`config.mk`:
```
export PLATFORM = sky130hd
export DESIGN_NAME = dmem_arbiter
export DESIGN_NICKNAME = d
export VERILOG_FILES = /design/src/rtl/dmem_arb_pkg.sv /design/src/rtl/dmem_arb_rsp.sv /design/src/rtl/dmem_arbiter.sv
export SDC_FILE = /design/constraint.sdc
export NUM_CORES = 1
export LEC_CHECK = 0
export BUFFER_PORTS_ARGS = -buffer_cell sky130_fd_sc_hd__clkbuf_2
export CAP_MARGIN = 0
export CORE_AREA = 2 2 122 124
export CTS_CLUSTER_SIZE = 20
export DETAILED_ROUTE_END_ITERATION = 16
export DIE_AREA = 0 0 124 126
export SYNTH_ARGS = -nofsm -noshare
export SYNTH_HDL_FRONTEND = slang
export SYNTH_SLANG_ARGS = --single-unit
```
`constraint.sdc`:
```
create_clock -name clk -period 2.2 [get_ports clk]
set_input_delay 0.11 -clock clk [delete_from_list [all_inputs] [get_ports clk]]
set_output_delay 0.11 -clock clk [all_outputs]
set_load 0.01 [all_outputs]
```
`src/rtl/dmem_arb_pkg.sv`:
```
// Shared types for the data-memory port arbiter: FSM state, read owner and
// the request bundle that is multiplexed onto the RAM port.
package dmem_arb_pkg;

    typedef enum logic {
        S_ARB   = 1'b0,
        S_HLOCK = 1'b1
    } arb_state_e;

    typedef enum logic {
        OWN_CORE = 1'b0,
        OWN_HOST = 1'b1
    } owner_e;

    typedef struct packed {
        logic        we;
        logic [31:0] addr;
        logic [31:0] wdata;
        logic [3:0]  be;
    } mem_req_t;

endpackage

```
`src/rtl/dmem_arb_rsp.sv`:
```
// Read-return tracker: remembers who issued the last accepted read and steers
// the RAM's registered read data back to that requester one cycle later.
module dmem_arb_rsp
    import dmem_arb_pkg::*;
(
    input  logic        clk,
    input  logic        rstn,
    input  logic        rd_acc,
    input  owner_e      acc_owner,
    input  logic [31:0] dmem_rdata,
    output logic        c_rvalid,
    output logic [31:0] c_rdata,
    output logic        h_rvalid,
    output logic [31:0] h_rdata
);

    logic   rd_pend;
    owner_e rd_owner;

    always_ff @(posedge clk or negedge rstn) begin
        if (!rstn) begin
            rd_pend  <= 1'b0;
            rd_owner <= OWN_CORE;
        end else begin
            rd_pend <= rd_acc;
            if (rd_acc) begin
                rd_owner <= acc_owner;
            end
        end
    end

    // Data is broadcast; only the rvalid qualifies which requester consumes it.
    assign c_rvalid = rd_pend && (rd_owner == OWN_CORE);
    assign h_rvalid = rd_pend && (rd_owner == OWN_HOST);
    assign c_rdata  = dmem_rdata;
    assign h_rdata  = dmem_rdata;

endmodule

```
`src/rtl/dmem_arbiter.sv`:
```
// Arbitrates the single RAM data port between the core LSU and the host loader:
// core priority, host starvation guard and a bounded host bus-lock.
module dmem_arbiter
    import dmem_arb_pkg::*;
#(
    parameter int STARVE_LIMIT = 4,
    parameter int MAX_LOCK     = 16,
    parameter int CNT_W        = 5
) (
    input  logic        clk,
    input  logic        rstn,
    input  logic        c_req,
    input  logic        c_we,
    input  logic [31:0] c_addr,
    input  logic [31:0] c_wdata,
    input  logic [3:0]  c_be,
    output logic        c_gnt,
    output logic        c_rvalid,
    output logic [31:0] c_rdata,
    input  logic        h_req,
    input  logic        h_we,
    input  logic [31:0] h_addr,
    input  logic [31:0] h_wdata,
    input  logic [3:0]  h_be,
    input  logic        h_lock,
    output logic        h_gnt,
    output logic        h_rvalid,
    output logic [31:0] h_rdata,
    output logic        dmem_req,
    output logic        dmem_we,
    output logic [31:0] dmem_addr,
    output logic [31:0] dmem_wdata,
    output logic [3:0]  dmem_be,
    input  logic [31:0] dmem_rdata
);

    localparam logic [CNT_W-1:0] STARVE_MAX = CNT_W'(STARVE_LIMIT);
    localparam logic [CNT_W-1:0] LOCK_LAST  = CNT_W'(MAX_LOCK - 1);

    arb_state_e       state_q, state_d;
    logic [CNT_W-1:0] starve_cnt;
    logic [CNT_W-1:0] lock_cnt;
    logic             force_rel;
    logic             host_pri;
    logic             lock_max;
    mem_req_t         c_bus, h_bus, m_bus;

    assign lock_max = (lock_cnt == LOCK_LAST);

    always_comb begin
        c_gnt    = 1'b0;
        h_gnt    = 1'b0;
        host_pri = 1'b0;
        state_d  = state_q;
        case (state_q)
            S_ARB: begin
                // The cycle right after a forced release belongs to the core.
                host_pri = h_req && (starve_cnt == STARVE_MAX) && !force_rel;
                c_gnt    = c_req && !host_pri;
                h_gnt    = h_req && !c_gnt;
                if (h_gnt && h_lock) begin
                    state_d = S_HLOCK;
                end
            end
            S_HLOCK: begin
                h_gnt = h_req;
                if (!h_lock || lock_max) begin
                    state_d = S_ARB;
                end
            end
            default: state_d = S_ARB;
        endcase
    end

    always_ff @(posedge clk or negedge rstn) begin
        if (!rstn) begin
            state_q    <= S_ARB;
            starve_cnt <= '0;
            lock_cnt   <= '0;
            force_rel  <= 1'b0;
        end else begin
            state_q   <= state_d;
            force_rel <= (state_q == S_HLOCK) && h_lock && lock_max;
            if (h_gnt) begin
                starve_cnt <= '0;
            end else if (h_req && (starve_cnt < STARVE_MAX)) begin
                starve_cnt <= starve_cnt + 1'b1;
            end
            if (state_q == S_HLOCK) begin
                lock_cnt <= lock_cnt + 1'b1;
            end else if (state_d == S_HLOCK) begin
                lock_cnt <= '0;
            end
        end
    end

    assign c_bus = '{we: c_we, addr: c_addr, wdata: c_wdata, be: c_be};
    assign h_bus = '{we: h_we, addr: h_addr, wdata: h_wdata, be: h_be};
    assign m_bus = h_gnt ? h_bus : c_bus;

    assign dmem_req   = c_gnt | h_gnt;
    assign dmem_we    = m_bus.we;
    assign dmem_addr  = m_bus.addr;
    assign dmem_wdata = m_bus.wdata;
    assign dmem_be    = m_bus.be;

    dmem_arb_rsp u_rsp (
        .clk        (clk),
        .rstn       (rstn),
        .rd_acc     (dmem_req && !m_bus.we),
        .acc_owner  (h_gnt ? OWN_HOST : OWN_CORE),
        .dmem_rdata (dmem_rdata),
        .c_rvalid   (c_rvalid),
        .c_rdata    (c_rdata),
        .h_rvalid   (h_rvalid),
        .h_rdata    (h_rdata)
    );

endmodule

```
# ---- Yosys cells after proc, flatten, opt, wreduce, memory -nomap -nowiden
# Index checks and enable logic that the tools add are counted.
dict set report classes {
  n_addsub 2
  order_cmp 1
  eq_ne 2
  mux 11
  bitwise 3
  n_reduce_logical 19
}
# op count
set ops {}
lappend ops {{2-to-1 mux 69 bit} 1}
lappend ops {{2-to-1 mux 5 bit} 4}
lappend ops {{logical AND 1 bit} 11}
lappend ops {{adder 5 x 1 -> 5 bit, second input constant} 2}
lappend ops {{== test 5 x 3 -> 1 bit, second input constant} 1}
lappend ops {{== test 5 x 4 -> 1 bit, second input constant} 1}
lappend ops {{logical NOT 1 bit} 5}
lappend ops {{< comparator 5 x 3 -> 1 bit, second input constant} 1}
lappend ops {{2-to-1 mux 1 bit} 4}
lappend ops {{one-hot mux 1 bit (2 select lines)} 2}
lappend ops {{nonzero test 2 bit} 2}
lappend ops {{NOT 1 bit} 2}
lappend ops {{logical OR 1 bit} 1}
lappend ops {{bitwise OR 1 bit} 1}
dict set report word_totals {
  ff_bits 14
  word_cells 44
}

# ---- Logic depth before layout (Yosys ltp)
# Gate-level depths: netlist of run 1.
dict set report depth {
  depth_word 12
  mapped_depth 7
  ltp_nobuf 5
}

# ---- Modules after synthesis
# From an unflattened synthesis of run 1, not the netlist that was laid out.
dict set report hier_totals {
  cells_unflattened 208
  area_unflattened_um2 2332.2
}
# module instances cells_per_inst area_per_inst_um2 seq_area_each_um2
set modules_own_cells {}
lappend modules_own_cells {dmem_arbiter 1 139 1774.2 300.3}
lappend modules_own_cells {dmem_arb_rsp 1 69 558.0 50.0}

# ---- Worst setup path after synthesis of run 1
# No wires, ideal clock.
dict set report synth_timing {
  path_type {reg-to-output}
  startpoint {register starve_cnt[0]}
  endpoint {output dmem_addr[0]}
  arrival_ps 1623
  path_slack_ps 467
  path_stages_with_launch 8
  path_buffers 2
  cell_sequence {dfrtp_1 -> inv_1 -> ha_1 -> and3b_1 -> a22oi_1 -> buf_6 -> buf_6 -> mux2_4}
}
dict set report synth_between {
  elab_chain_len 9
}
# element line
set synth_rtl {}
lappend synth_rtl {{start, declared} dmem_arbiter.sv:41} ;# logic [CNT_W-1:0] starve_cnt;
lappend synth_rtl {{start signal, assigned} dmem_arbiter.sv:87} ;# starve_cnt <= starve_cnt + 1'b1;
lappend synth_rtl {{== test 5 x 3 -> 1 bit} dmem_arbiter.sv:58} ;# host_pri = h_req && (starve_cnt == STARVE_MAX) && !force_rel;
lappend synth_rtl {{logical AND 1 bit (2 in series)} dmem_arbiter.sv:58}
lappend synth_rtl {{logical NOT 1 bit} dmem_arbiter.sv:59} ;# c_gnt = c_req && !host_pri;
lappend synth_rtl {{logical AND 1 bit} dmem_arbiter.sv:59}
lappend synth_rtl {{logical NOT 1 bit} dmem_arbiter.sv:60} ;# h_gnt = h_req && !c_gnt;
lappend synth_rtl {{logical AND 1 bit} dmem_arbiter.sv:60}
lappend synth_rtl {{one-hot mux 1 bit (2 select lines)} dmem_arbiter.sv:55} ;# case (state_q)
lappend synth_rtl {{2-to-1 mux 69 bit} dmem_arbiter.sv:99} ;# assign m_bus = h_gnt ? h_bus : c_bus;
lappend synth_rtl {{end, declared} dmem_arbiter.sv:31} ;# output logic [31:0] dmem_addr,
# Every way passes these cells.

# ---- Worst setup path in the final report of run 1
dict set report layout_timing {
  startpoint {register starve_cnt[0]}
  endpoint {output dmem_wdata[17]}
}
dict set report layout_between {
  elab_chain_len 9
}
# element line
set layout_rtl {}
lappend layout_rtl {{== test 5 x 3 -> 1 bit} dmem_arbiter.sv:58}
lappend layout_rtl {{logical AND 1 bit (2 in series)} dmem_arbiter.sv:58}
lappend layout_rtl {{logical NOT 1 bit} dmem_arbiter.sv:59}
lappend layout_rtl {{logical AND 1 bit} dmem_arbiter.sv:59}
lappend layout_rtl {{logical NOT 1 bit} dmem_arbiter.sv:60}
lappend layout_rtl {{logical AND 1 bit} dmem_arbiter.sv:60}
lappend layout_rtl {{one-hot mux 1 bit (2 select lines)} dmem_arbiter.sv:55}
lappend layout_rtl {{2-to-1 mux 69 bit} dmem_arbiter.sv:99}
lappend layout_rtl {{end, declared} dmem_arbiter.sv:32} ;# output logic [31:0] dmem_wdata,
# Every way passes these cells.

==> reports/metrics.yaml, run 1 <==
outcome: "complete, no violations"
clockBufferDepth: 2
start_kind: "flip-flop"
yosysSeqAreaShare_pct: 15.2
maxUsedRoutingLayer: "met4"
fin_skew_ns: 0.00290
wl_met3_mm: 1.01
wl_per_cell_um: 16.0
place_ws_ns: 0.181
antenna_found_initial: 0
worst_slack_ns: 0.0509
drt_pass1_iterations: 4
worstPathCellList: "inv_2 > ha_2 > and3b_2 > a22oi_2 > buf_6 > clkbuf_16 > mux2_4 > clkbuf_2"
routed_wl_mm: 8.88
syn_inst: 207
grt_pass1_wl_mm: 11.1
synth_warnings: 0
ff_latch_area_um2: 350
cts_root_buffer: "clkbuf_16"
drv_slew: 0
max_stage_delay_ns: 0.36
die_w_um: 124
cp-end-kind: "output port"
core_region_area_um2: 14300
fill_cells: 1530
crit_required_ns: 2.09
ant_nets: 0
slew_headroom_pct: 61.7
met1_length_mm: 3.63
grt_max_degree: 42
vias_per_cell: 3.80
die_area_um2: 15600
gr-total-overflow: 0
setup_tns_ns: 0
cap_violations: 0
drc_errors: 0
final_nets: 552
p_leak_nw: 2.05
hp-class: "primary input to flip-flop"
wl_met2_mm: 4.21
rsz0062_at_grt: "true"
clkLatencyLatePin_ns: 0.24
multiInputGateArea_um2: 1390
stdcell_area_um2: 3470
drive_above_1_share_pct: 83.9
area_growth_pct: 50.2
cp.arrival_ns: 2.04
track_usage_pct: 9.58
grt_pass1_vias: 1910
gp_congestion: 0.808
synth-seq-cells: 14
dpl.hpwl_mm: 7.57
tightest_slew_ns: 0.566
synth.largest_area_cell: "mux2_4"
syn_avg_cell_area_um2: 11.2
final_util_pct: 24.2
vias: 2115
finalNonFillerCells: 556
max_freq_ghz: 0.465
portBuffers: 216
cts_tree: "done"
path_class: "flip-flop to output port"
powerDensity_nw_per_um2: 566
vdd_drop_max_v: 0.000447
cts_made_buffers: 3
final_cell_mix: "203 x clkbuf_2, 69 x mux2_4, 18 x buf_6"
critical_path.max_fanout: 21
critPathSlowestCell: "dfrtp_1"
final.min_clock_period_ns: 2.15
synth_area_leaders: "mux2_4 43%, buf_4 21%, dfrtp_1 15%"
antenna_cells: 0
placedCellCount: 542
yosysUniqueCellTypes: 27
h-tree-depth: 1
clk_pin_slew_worst_paths_ns: 0.05
syn-cell-area_um2: 2310
die_y_um: 126
cts_sinks: 14
mostFrequentLayoutCell: "clkbuf_2"
netlist.area_leader.share_pct: 42.9
final_hold_viol_count: 0
finalSetupViolations: 0
placed_area_um2: 3140
row_count: 44
drtIter0Drc: 54
syn_nets: 386
holdWs_ns: 0.0940
ioPinCount: 313
fin_crit_sh_pct: 97.7
start_util_pct: 16.1
total_power_mw: 1.96
routing by layer:
metal  up-vias  GRT usage (%)
met5         -              0
met4         0           1.52
met3         4           3.62
met2       163           15.5
met1       971           12.3
li1        977              -
power by group:
group | switching (mW) | leakage (nW) | internal [mW]
Combinational | 0.497 | 1.83 | 0.716
Clock | 0.0978 | 0.0442 | 0.275
Sequential | 0.0513 | 0.183 | 0.327
Total | 0.646 | 2.05 | 1.32
kinds of logic after synthesis:
| family | count (synthesis) | synth area share, % |
|---|---|---|
| AOI/OAI and AO/OA | 11 | 3.14 |
| and+or+nand+nor | 24 | 6.66 |
| muxes | 72 | 45.7 |
| xor gates and xnor gates | 4 | 1.52 |
| buffers and inverters | 78 | 25.7 |
| adders and majority gates | 4 | 2.17 |
| DFF | 14 | 15.2 |
registers in the layout (all words and copies together) (netlist names):
name / count
u_rsp.rd_pend: 1
force_rel: 1
state_q: 1
starve_cnt: 5
u_rsp.rd_owner: 1
lock_cnt: 5
synthesized netlist by cell type (all sizes together):
library cell  number
and3b              1
a21oi              6
nor2b              3
a22oi              2
nor2               2
inv                5
a221oi             1
dfrtp             14
ha                 4
and3               2
nor3b              1
nand4              1
o2bb2ai            1
and4b              1
nor4b              1
xnor2              2
buf               72
xor2               2
nand2              5
clkbuf             1
a21bo              1
nand2b             3
mux2              69
mux2i              3
and2               4
repair_timing:
item / in CTS / in global routing
gates cloned: 1 / 1
pin swaps: 1 / 3
gates resized for setup: 12 / 36
buffers inserted: 4 / 3
setup endpoints to repair: 68 / 69
hold buffers: 1 / 0
endpoints found under the hold margin: 14 / 0
critical path: cells and delay by family (launching register included):
kind,cells,cell delay (ns)
multiplexers,1,0.33
AO/OA/AOI/OAI,1,0.17
AND/OR/NAND/NOR,1,0.20
buffers and inverters,4,0.56
adder cells (fa/ha/maj),1,0.16
flip-flops,1,0.36
final timing paths:
kind / startpoint / end / slack (ns) / cells past startpoint
worst max-delay path: starve_cnt[0] / dmem_wdata[17] / 0.05 / 8
worst min-delay path: c_we / u_rsp.rd_pend / 0.09 / 2
worst max register to register: starve_cnt[0] / u_rsp.rd_pend / 0.57 / 7
worst min register to register: lock_cnt[4] / lock_cnt[4] / 0.55 / 2
max in group asynchronous: rstn / force_rel / 1.63 / 2
min in group asynchronous: rstn / lock_cnt[4] / 0.31 / 2
final cells by class:
class,instances,area share (%)
Timing Repair Buffer,234,40.2
Inverter,5,0.541
Sequential cell,14,10.1
Clock buffer,4,2.56
Tap cell,184,6.64
Multi-Input combinational cell,115,40.0
(Power assumes the default switching activity.)
==> run 2: changes to the inputs <==
==> constraint.sdc (replaced) <==
create_clock -name clk -period 2.4 [get_ports clk]
set_input_delay 0.12 -clock clk [delete_from_list [all_inputs] [get_ports clk]]
set_output_delay 0.12 -clock clk [all_outputs]
set_load 0.01 [all_outputs]
==> run 2 against run 1 <==
- combinational power is 23% lower
- die area unchanged
- largest cell class is now multi-input combinational cells
- design area decreased by 8.4%
- sequential power decreased by 7.7%
- critical path depth down 1
- via count shrank 6.1%
- non-clock buffer count down 15
- clock power down 17%
- core utilization is 2.0 points lower
- register-to-register slack better by 0.18 ns
- highest routed layer unchanged
- critical path type unchanged
- clock-buffer cell count decreased by 1
==> reports/metrics.yaml, run 2 (synthesis gave the netlist of run 1 again) <==
outcome: "complete, no violations"
critical_path.max_fanout: 38  # +81%
hp-class: "primary input to flip-flop"
cts_tree: "done"
total_power_mw: 1.59  # -19%
max_freq_ghz: 0.434
start_kind: "flip-flop"
use_met2_pct: 14.2  # -1.3 points
die_w_um: 124  # unchanged
path_class: "flip-flop to output port"
ant_nets: 0  # unchanged
ioPinCount: 313  # unchanged
critPathSlowestCell: "mux2_4"
wl_per_cell_um: 15.0  # -5.7%
antenna_found_initial: 0  # unchanged
reg_top3: "lock_cnt: 5 flops, starve_cnt: 5 flops"
gr-total-overflow: 0  # unchanged
grt_pass1_wl_mm: 10.4  # -6.1%
hold_depth: 2  # unchanged
crit_start: "starve_cnt[0]"
final_nets: 537  # -2.7%
clkLatencyLatePin_ns: 0.24  # about the same
vdd_drop_max_v: 0.000408  # -8.8%
cts_sinks: 14  # unchanged
critPathBufInv: 3  # -1
rsz0062_at_grt: "true"
worstReg2RegEnd: "starve_cnt[1]"
drv_slew: 0  # unchanged
antenna_cells: 0  # unchanged
slew_headroom_pct: 59.7  # -2.0 points
routed_wl_mm: 8.13  # -8.5%
drc_errors: 0  # unchanged
cpLargestDelayFamily: "buffers and inverters"
placed_area_um2: 3090  # -1.4%
crit_required_ns: 2.28  # +0.19 ns
reg2reg_slack_ns: 0.75  # +0.18 ns
worstPathCellList: "inv_1 > ha_1 > and3b_1 > a22oi_2 > buf_12 > mux2_4 > clkbuf_2"
r2r_cells: 6  # -1
fill_cells: 1570  # +2.6%
stdcell_area_um2: 3180  # -8.4%
placedCellCount: 536  # -1.1%
clk_pin_slew_worst_paths_ns: 0.05  # about the same
dpl.hpwl_mm: 7.30  # -3.5%
die_area_um2: 15600  # unchanged
vias: 1987  # -6.1%
clockBufferDepth: 2  # unchanged
max_stage_delay_ns: 0.35  # about the same
finalNonFillerCells: 540  # -2.9%
use_met1_pct: 11.9  # -0.44 points
reg2reg_from: "starve_cnt[0]"
cap_violations: 0  # unchanged
cp.arrival_ns: 2.18  # +0.14 ns
final.min_clock_period_ns: 2.30
start_util_pct: 16.1  # unchanged
postCtsSetupBuffers: 0  # -4
grt_pass1_vias: 1828  # -4.3%
mostFrequentLayoutCell: "clkbuf_2"
gr-max-usage-layer: "met2"
drt_pass1_iterations: 4  # unchanged
drtIter0Drc: 65  # +20%
worstHoldStart: "c_we"
grt_use_met3_pct: 3.89  # +0.27 points
die_y_um: 126  # unchanged
gp_congestion: 0.834  # +3.3%
setup_tns_ns: 0  # unchanged
vias_per_cell: 3.68  # -3.3%
drive_above_1_share_pct: 82.3  # -1.6 points
final_hold_viol_count: 0  # unchanged
area_growth_pct: 37.5
cts_made_buffers: 3  # unchanged
cts_root_buffer: "clkbuf_16"
grt_max_degree: 39  # -7.1%
final_cell_mix: "216 x clkbuf_2, 66 x mux2_4, 14 x dfrtp_1"
fin_crit_sh_pct: 95.9
min_to: "u_rsp.rd_pend"
cp-end-kind: "output port"
powerDensity_nw_per_um2: 500  # -12%
track_usage_pct: 9.10  # -0.48 points
row_count: 44  # unchanged
portBuffers: 216  # unchanged
finalSetupViolations: 0  # unchanged
core_region_area_um2: 14300  # unchanged
p_leak_nw: 1.91  # -7.1%
tightest_slew_ns: 0.596  # +0.0300 ns
fin_skew_ns: 0.00675  # +0.00384 ns
h-tree-depth: 1  # unchanged
run 2: cell types whose count changed in the layout (fill, tap and decap cells not counted), moves of 3 or more:
cell      delta
mux2_4       -3
mux2_2       +3
buf_4        -7
clkbuf_2    +13
buf_6       -18
run 2: timing repair:
action | 4_1_cts | 5_1_grt
hold buffers | 1 | 0
gates resized for setup | 0 | 0
setup endpoints to repair | 0 | 1
hold endpoints to repair | 14 | 0
run 2: area by class of cell:
cell class | instances | area (um2) | share of cell area [%]
Timing Repair Buffer | 219 | 1130 | 35.6
Sequential cell | 14 | 350 | 11.0
Clock buffer | 3 | 75.1 | 2.36
Inverter | 5 | 18.8 | 0.591
Multi-Input combinational cell | 115 | 1370 | 43.2
Tap cell | 184 | 230 | 7.25
run 2: worst max-delay path by stage:
stage,end,slack (ns),cells after the start
after floorplan,dmem_addr[0],0.66,7
after global placement,dmem_addr[5],0.35,7
after detailed placement,dmem_addr[5],0.34,7
after CTS,dmem_addr[5],0.08,7
after global routing,dmem_addr[5],-0.004,7
final,dmem_addr[5],0.1,7
run 2: layer usage:
layer	vias up	wire [um]
li1	947	-
met1	872	3370
met2	161	3630
met3	7	1060
met4	0	61
met5	-	0
run 2: worst reg2reg max path: stages (launching register included):
cell     delay, ns
dfrtp_1       0.34
inv_1         0.06
ha_1          0.18
and3b_1       0.21
a22oi_2       0.32
buf_12        0.29
nor2b_1       0.18
run 2: metrics by stage:
stage          hold WS (ns)  utilization [%]  worst slack, ns
2_1_floorplan        -0.176                -            0.657
5_1_grt               0.127             22.2         -0.00354
3_5_place_dp         0.0568             21.6            0.344
6_report             0.0927             22.2           0.0973
4_1_cts              0.0921             22.2           0.0784
3_3_place_gp         0.0533             21.6            0.349
run 2: power breakdown:
group / switching [mW] / internal (mW) / leakage [nW] / total [mW]
clock: 0.0916 / 0.218 / 0.0370 / 0.309
sequential: 0.0492 / 0.300 / 0.183 / 0.349
combinational: 0.404 / 0.527 / 1.69 / 0.931
total: 0.545 / 1.04 / 1.91 / 1.59
